<file path="config.mk">
export PLATFORM = sky130hd
export DESIGN_NAME = ram_boot_loader
export DESIGN_NICKNAME = d
export VERILOG_FILES = /design/src/rtl/loader_pkg.sv /design/src/rtl/loader_index_counter.sv /design/src/rtl/ram_boot_loader.sv
export SDC_FILE = /design/constraint.sdc
export NUM_CORES = 1
export LEC_CHECK = 0
export ABC_AREA = 1
export BUFFER_PORTS_ARGS = -buffer_cell sky130_fd_sc_hd__clkbuf_2
export CORE_ASPECT_RATIO = 1.5
export CORE_MARGIN = 8
export CORE_UTILIZATION = 35
export CTS_BUF_LIST = sky130_fd_sc_hd__clkbuf_4
export CTS_CLUSTER_SIZE = 40
export DETAILED_ROUTE_END_ITERATION = 8
export PLACE_DENSITY = 0.55
export SYNTH_ARGS = -nofsm -noshare
export SYNTH_HDL_FRONTEND = slang
export SYNTH_SLANG_ARGS = --single-unit
</file>
<file path="constraint.sdc">
create_clock -name clk -period 2.1 [get_ports clk]
set_input_delay 0.105 -clock clk [delete_from_list [all_inputs] [get_ports clk]]
set_output_delay 0.105 -clock clk [all_outputs]
set_load 0.005 [all_outputs]
</file>
<file path="src/rtl/loader_pkg.sv">
// loader_pkg: shared widths and state encoding for the RAM boot loader
package loader_pkg;
  localparam int ADDR_W = 16;
  localparam int DATA_W = 32;
  typedef enum logic [1:0] {
    IDLE = 2'd0,
    COPY = 2'd1,
    DONE = 2'd2
  } state_e;
endpackage

</file>
<file path="src/rtl/loader_index_counter.sv">
// loader_index_counter: copy index with sync clear, enable and last-word flag
module loader_index_counter #(
  parameter int W = 16
) (
  input  logic         clk,
  input  logic         reset_n,
  input  logic         clr,
  input  logic         en,
  input  logic [W-1:0] limit,
  output logic [W-1:0] idx,
  output logic         last
);
  logic [W-1:0] idx_q, idx_d;
  always_comb idx_d = clr ? '0 : en ? idx_q + 1'b1 : idx_q;
  always_ff @(posedge clk)
    if (!reset_n) idx_q <= '0;
    else idx_q <= idx_d;
  assign idx  = idx_q;
  assign last = idx_q == limit - 1'b1;
endmodule

</file>
<file path="src/rtl/ram_boot_loader.sv">
// ram_boot_loader: copies a BROM block into instruction RAM, then hands fetch over to RAM
module ram_boot_loader
  import loader_pkg::*;
#(
  parameter int ADDR_W = loader_pkg::ADDR_W,
  parameter int DATA_W = loader_pkg::DATA_W
) (
  input  logic              clk,
  input  logic              reset_n,
  input  logic              start,
  input  logic [ADDR_W-1:0] src_base,
  input  logic [ADDR_W-1:0] dst_base,
  input  logic [ADDR_W-1:0] length,
  output logic [ADDR_W-1:0] brom_address,
  input  logic [DATA_W-1:0] brom_value,
  output logic [ADDR_W-1:0] ram_address,
  output logic [DATA_W-1:0] ram_wdata,
  output logic              ram_we,
  output logic              busy,
  output logic              done,
  output logic [DATA_W-1:0] checksum,
  output logic              execute_from_ram
);
  state_e state_q, state_d;
  logic [ADDR_W-1:0] src_q, src_d, dst_q, dst_d, len_q, len_d, idx;
  logic [DATA_W-1:0] checksum_q, checksum_d;
  logic done_q, done_d, cap, last, copying;
  assign copying = state_q == COPY;
  loader_index_counter #(.W(ADDR_W)) u_idx (
    .clk(clk), .reset_n(reset_n), .clr(cap), .en(copying && !last),
    .limit(len_q), .idx(idx), .last(last)
  );
  always_comb begin
    state_d = state_q;
    cap     = 1'b0;
    case (state_q)
      IDLE, DONE: if (start) begin
        cap     = 1'b1;
        state_d = length != '0 ? COPY : DONE;
      end
      COPY:    state_d = last ? DONE : COPY;
      default: state_d = IDLE;
    endcase
    // a zero-length restart from DONE pulses done again, just as from IDLE
    done_d     = state_d == DONE && (state_q != DONE || cap);
    checksum_d = cap ? '0 : copying ? checksum_q ^ brom_value : checksum_q;
    src_d      = cap ? src_base : src_q;
    dst_d      = cap ? dst_base : dst_q;
    len_d      = cap ? length : len_q;
  end
  always_ff @(posedge clk)
    if (!reset_n) begin
      state_q    <= IDLE;
      checksum_q <= '0;
      done_q     <= 1'b0;
      src_q      <= '0;
      dst_q      <= '0;
      len_q      <= '0;
    end else begin
      state_q    <= state_d;
      checksum_q <= checksum_d;
      done_q     <= done_d;
      src_q      <= src_d;
      dst_q      <= dst_d;
      len_q      <= len_d;
    end
  assign busy             = copying;
  assign ram_we           = copying;
  assign brom_address     = copying ? src_q + idx : '0;
  assign ram_address      = copying ? dst_q + idx : '0;
  assign ram_wdata        = brom_value;
  assign done             = done_q;
  assign checksum         = checksum_q;
  assign execute_from_ram = state_q == DONE;
endmodule

</file>
==> run summary <==
Syn avg cell area -> 6.54 um^2
Post-DP HPWL -> 17100 um
Top_reg_cell synth -> dfxtp_1
Clk sink count -> 99
Global-route wire length before repair -> 36700 um
Core Box Area -> 18500 um^2
Minimum clock period -> 2480 ps
Area growth, synth to finish -> 50.8%
Detailed Routing Iterations Pass 1 -> 5
Drt total wl -> 23300 um
Worst Setup End Kind -> output pin
CP delay by family, top -> adder cells
CP Launch Type -> flip-flop
Clock tree root buffer cell -> clkbuf_4
DR vias -> 7514
Most frequent cells in the layout -> clkbuf_2, nand2_1, nor2_1, nand3_1, dlygate4sd3_1
Number of buffers and inverters on the critical path -> 2
Synth Cell Area -> 6600 um^2
Layout cell share with drive strength beyond 1 -> 0.363
Vias in the first global route -> 7529
Net Count, Synth -> 1126
Async SR Flop Fraction -> 0
CTS Buffer Depth -> 2
Pleak -> 4.36 nW
Synth Instances -> 1009
CTS clk-pin slew, worst paths -> 180 ps
CP required -> 2000 ps
CP Class -> flip-flop to output pin
Endpoints failing setup -> 21
GRT Total Usage -> 0.193
Remaining routing DRC violations -> 0
Total CTS buffers -> 9
DRT iter0 DRCs -> 333
Status -> complete, but fails checks
Fillers -> 1801
Final worst clock skew -> 21.2 ps
GRT Residual Overflow -> 0
WL per Instance -> 15.1 um
Fmax -> 403 MHz
Layout net count -> 1405
Post-route clock period utilization -> 1.18
#FFs+latches synth -> 99
Via/cell ratio -> 4.86
Slowest cell on crit path -> dfxtp_4
Die area -> 23600 um^2
Initial antenna violation count -> 1
Largest fanout on the critical path -> 3
Post-route ant nets -> 0
Row count -> 61
CP peak stage delay -> 400 ps
Violated checks -> negative setup slack
Worst EP arrival -> 2380 ps
Crit-path cells -> ha_4, fa_2, nand3_2, a21oi_2, nor2_2, inv_1, a21o_1, nand3_1, nand2_1, xnor2_1, nor2_1, buf_2
Worst skew pair latency -> 500 ps
Ys Warns -> 0
Max cap viols -> 0
Setup ws final -> -382 ps
I/O Pins -> 183
Commonest non-fill, non-tap cell in the layout -> clkbuf_2
Placement Setup Slack -> -87.1 ps
Peak supply drop -> 0.304 mV
Post-synth EDFFs -> 0
Total power -> 4.49 mW
Final Max Tran Viols -> 0
Port Buffers -> 182
Routability Congestion -> 0.883
Die Y -> 184 um
Distinct cells, synth -> 33
Initial Util -> 0.356
Final hold violations -> 0
Largest net degree at the start of global routing -> 49
RSZ-0062 raised after global routing -> yes
Die W -> 128 um
Cell Pwr Density -> 451 nW/um^2
CTS tree -> done
Slew @ Worst Pin -> 761 ps
Hold Path Class -> input pin to flip-flop
# H-tree levels -> 3
Seq/Total Area, Yosys -> 0.300
Slew headroom -> 0.490
-- synth_stat cells (3+ instances only) --
| cell type | instances | area, um^2 |
|---|---|---|
| a21o_1 | 6 | 45.0 |
| nor2_1 | 154 | 578 |
| dfxtp_1 | 99 | 1980 |
| nor2_2 | 6 | 37.5 |
| xor2_1 | 23 | 201 |
| nand2_1 | 191 | 717 |
| nor3_1 | 7 | 35.0 |
| inv_1 | 85 | 319 |
| o21ai_0 | 73 | 365 |
| buf_4 | 34 | 255 |
| nand2_2 | 5 | 31.3 |
| nor2_4 | 3 | 33.8 |
| xnor2_1 | 20 | 175 |
| buf_2 | 4 | 20.0 |
| a21oi_1 | 102 | 510 |
| o21a_1 | 3 | 22.5 |
| nand4_1 | 6 | 37.5 |
| ha_1 | 32 | 400 |
| nand3_1 | 96 | 480 |
| nand3b_1 | 5 | 37.5 |
| a211oi_1 | 4 | 30.0 |
| clkinv_1 | 3 | 11.3 |
| buf_1 | 3 | 11.3 |
| nor4_1 | 6 | 37.5 |
| clkbuf_1 | 28 | 105 |
-- worst paths after layout --
| check | from | endpoint | slack [ps] | cells past startpoint |
|---|---|---|---|---|
| worst max-delay path | u_idx.idx[0]$_SDFFE_PP0P_ | brom_address[12] | -380 | 12 |
| worst min-delay path | src_base[11] | src_q[11]$_SDFFE_PN0P_ | 370 | 4 |
| worst max register to register | len_q[1]$_SDFFE_PN0P_ | u_idx.idx[4]$_SDFFE_PP0P_ | 40 | 15 |
| worst min register to register | checksum[29]$_SDFFE_PP0P_ | checksum[29]$_SDFFE_PP0P_ | 470 | 2 |
-- cells by family (layout without fill, tap and decap cells) --
group	Yosys count	in the layout	synth area share
flops	99	99	0.300
buf+inv	158	442	0.111
compound gates	193	193	0.155
other cells	0	1	0
simple gates	482	482	0.310
xor+xnor	43	43	0.0571
fa+ha+maj	34	34	0.0667
-- state kept, by name, summed over array words and instances (netlist names) --
| signal | cells |
|---|---|
| done | 1 |
| src_q | 16 |
| len_q | 16 |
| checksum | 32 |
| dst_q | 16 |
| state_q | 2 |
| u_idx.idx | 16 |
-- routing by layer --
metal / GRT usage / vias up / wire length [um]
met5: 0 / - / 0
met4: 0.0673 / 0 / 666
met3: 0.0437 / 36 / 1210
met2: 0.363 / 177 / 12200
met1: 0.206 / 3470 / 9280
li1: - / 3831 / -
-- per-stage QoR --
| stage | util | cells | hold slack (ps) | cell area [um^2] | setup TNS (ps) |
|---|---|---|---|---|---|
| finish | 0.537 | 1546 | 365 | 9950 | -4270 |
| global route | 0.537 | 1546 | 355 | 9950 | -8240 |
| CTS | 0.503 | 1534 | 322 | 9330 | -5290 |
| detailed placement | 0.426 | 1429 | 332 | 7910 | -164 |
| global placement | 0.426 | 1429 | 329 | 7910 | -136 |
| floorplan | - | 1009 | 240 | 6600 | 0 |
-- worst reg2reg max path, delay by kind of cell (launching register included) --
kind                       cells  cell delay, ps
adders and majority gates      1             180
AOI/OAI and AO/OA              2             350
buffers and inverters          4             410
and+or+nand+nor                8             670
DFF                            1             360
-- power breakdown --
part	leakage (nW)	total, mW	switching, mW	internal [mW]
Combinational	3.47	1.38	0.754	0.623
Sequential	0.825	2.10	0.114	1.99
Clock	0.0655	1.02	0.751	0.266
Total	4.36	4.49	1.62	2.87
-- final cells by class --
class	instances	area, um^2	share of cell area
antenna	1	2.50	0.000251
inverter	88	332	0.0333
timing repair buffer	338	2380	0.239
tap	252	315	0.0317
clock buffer	9	67.6	0.00679
multi-input combinational	752	4760	0.478
sequential	99	2040	0.205
clock inverter	7	61.3	0.00616
-- what timing repair did --
item | 4_1_cts | 5_1_grt
endpoints found under the hold margin | 83 | 0
setup buffers | 9 | 12
resized for setup | 104 | 163
pin swaps | 35 | 58
setup endpoints to repair | 27 | 44
hold buffers | 82 | 0
gates cloned | 0 | 1
No activity file was read; power rests on OpenSTA's default activity.
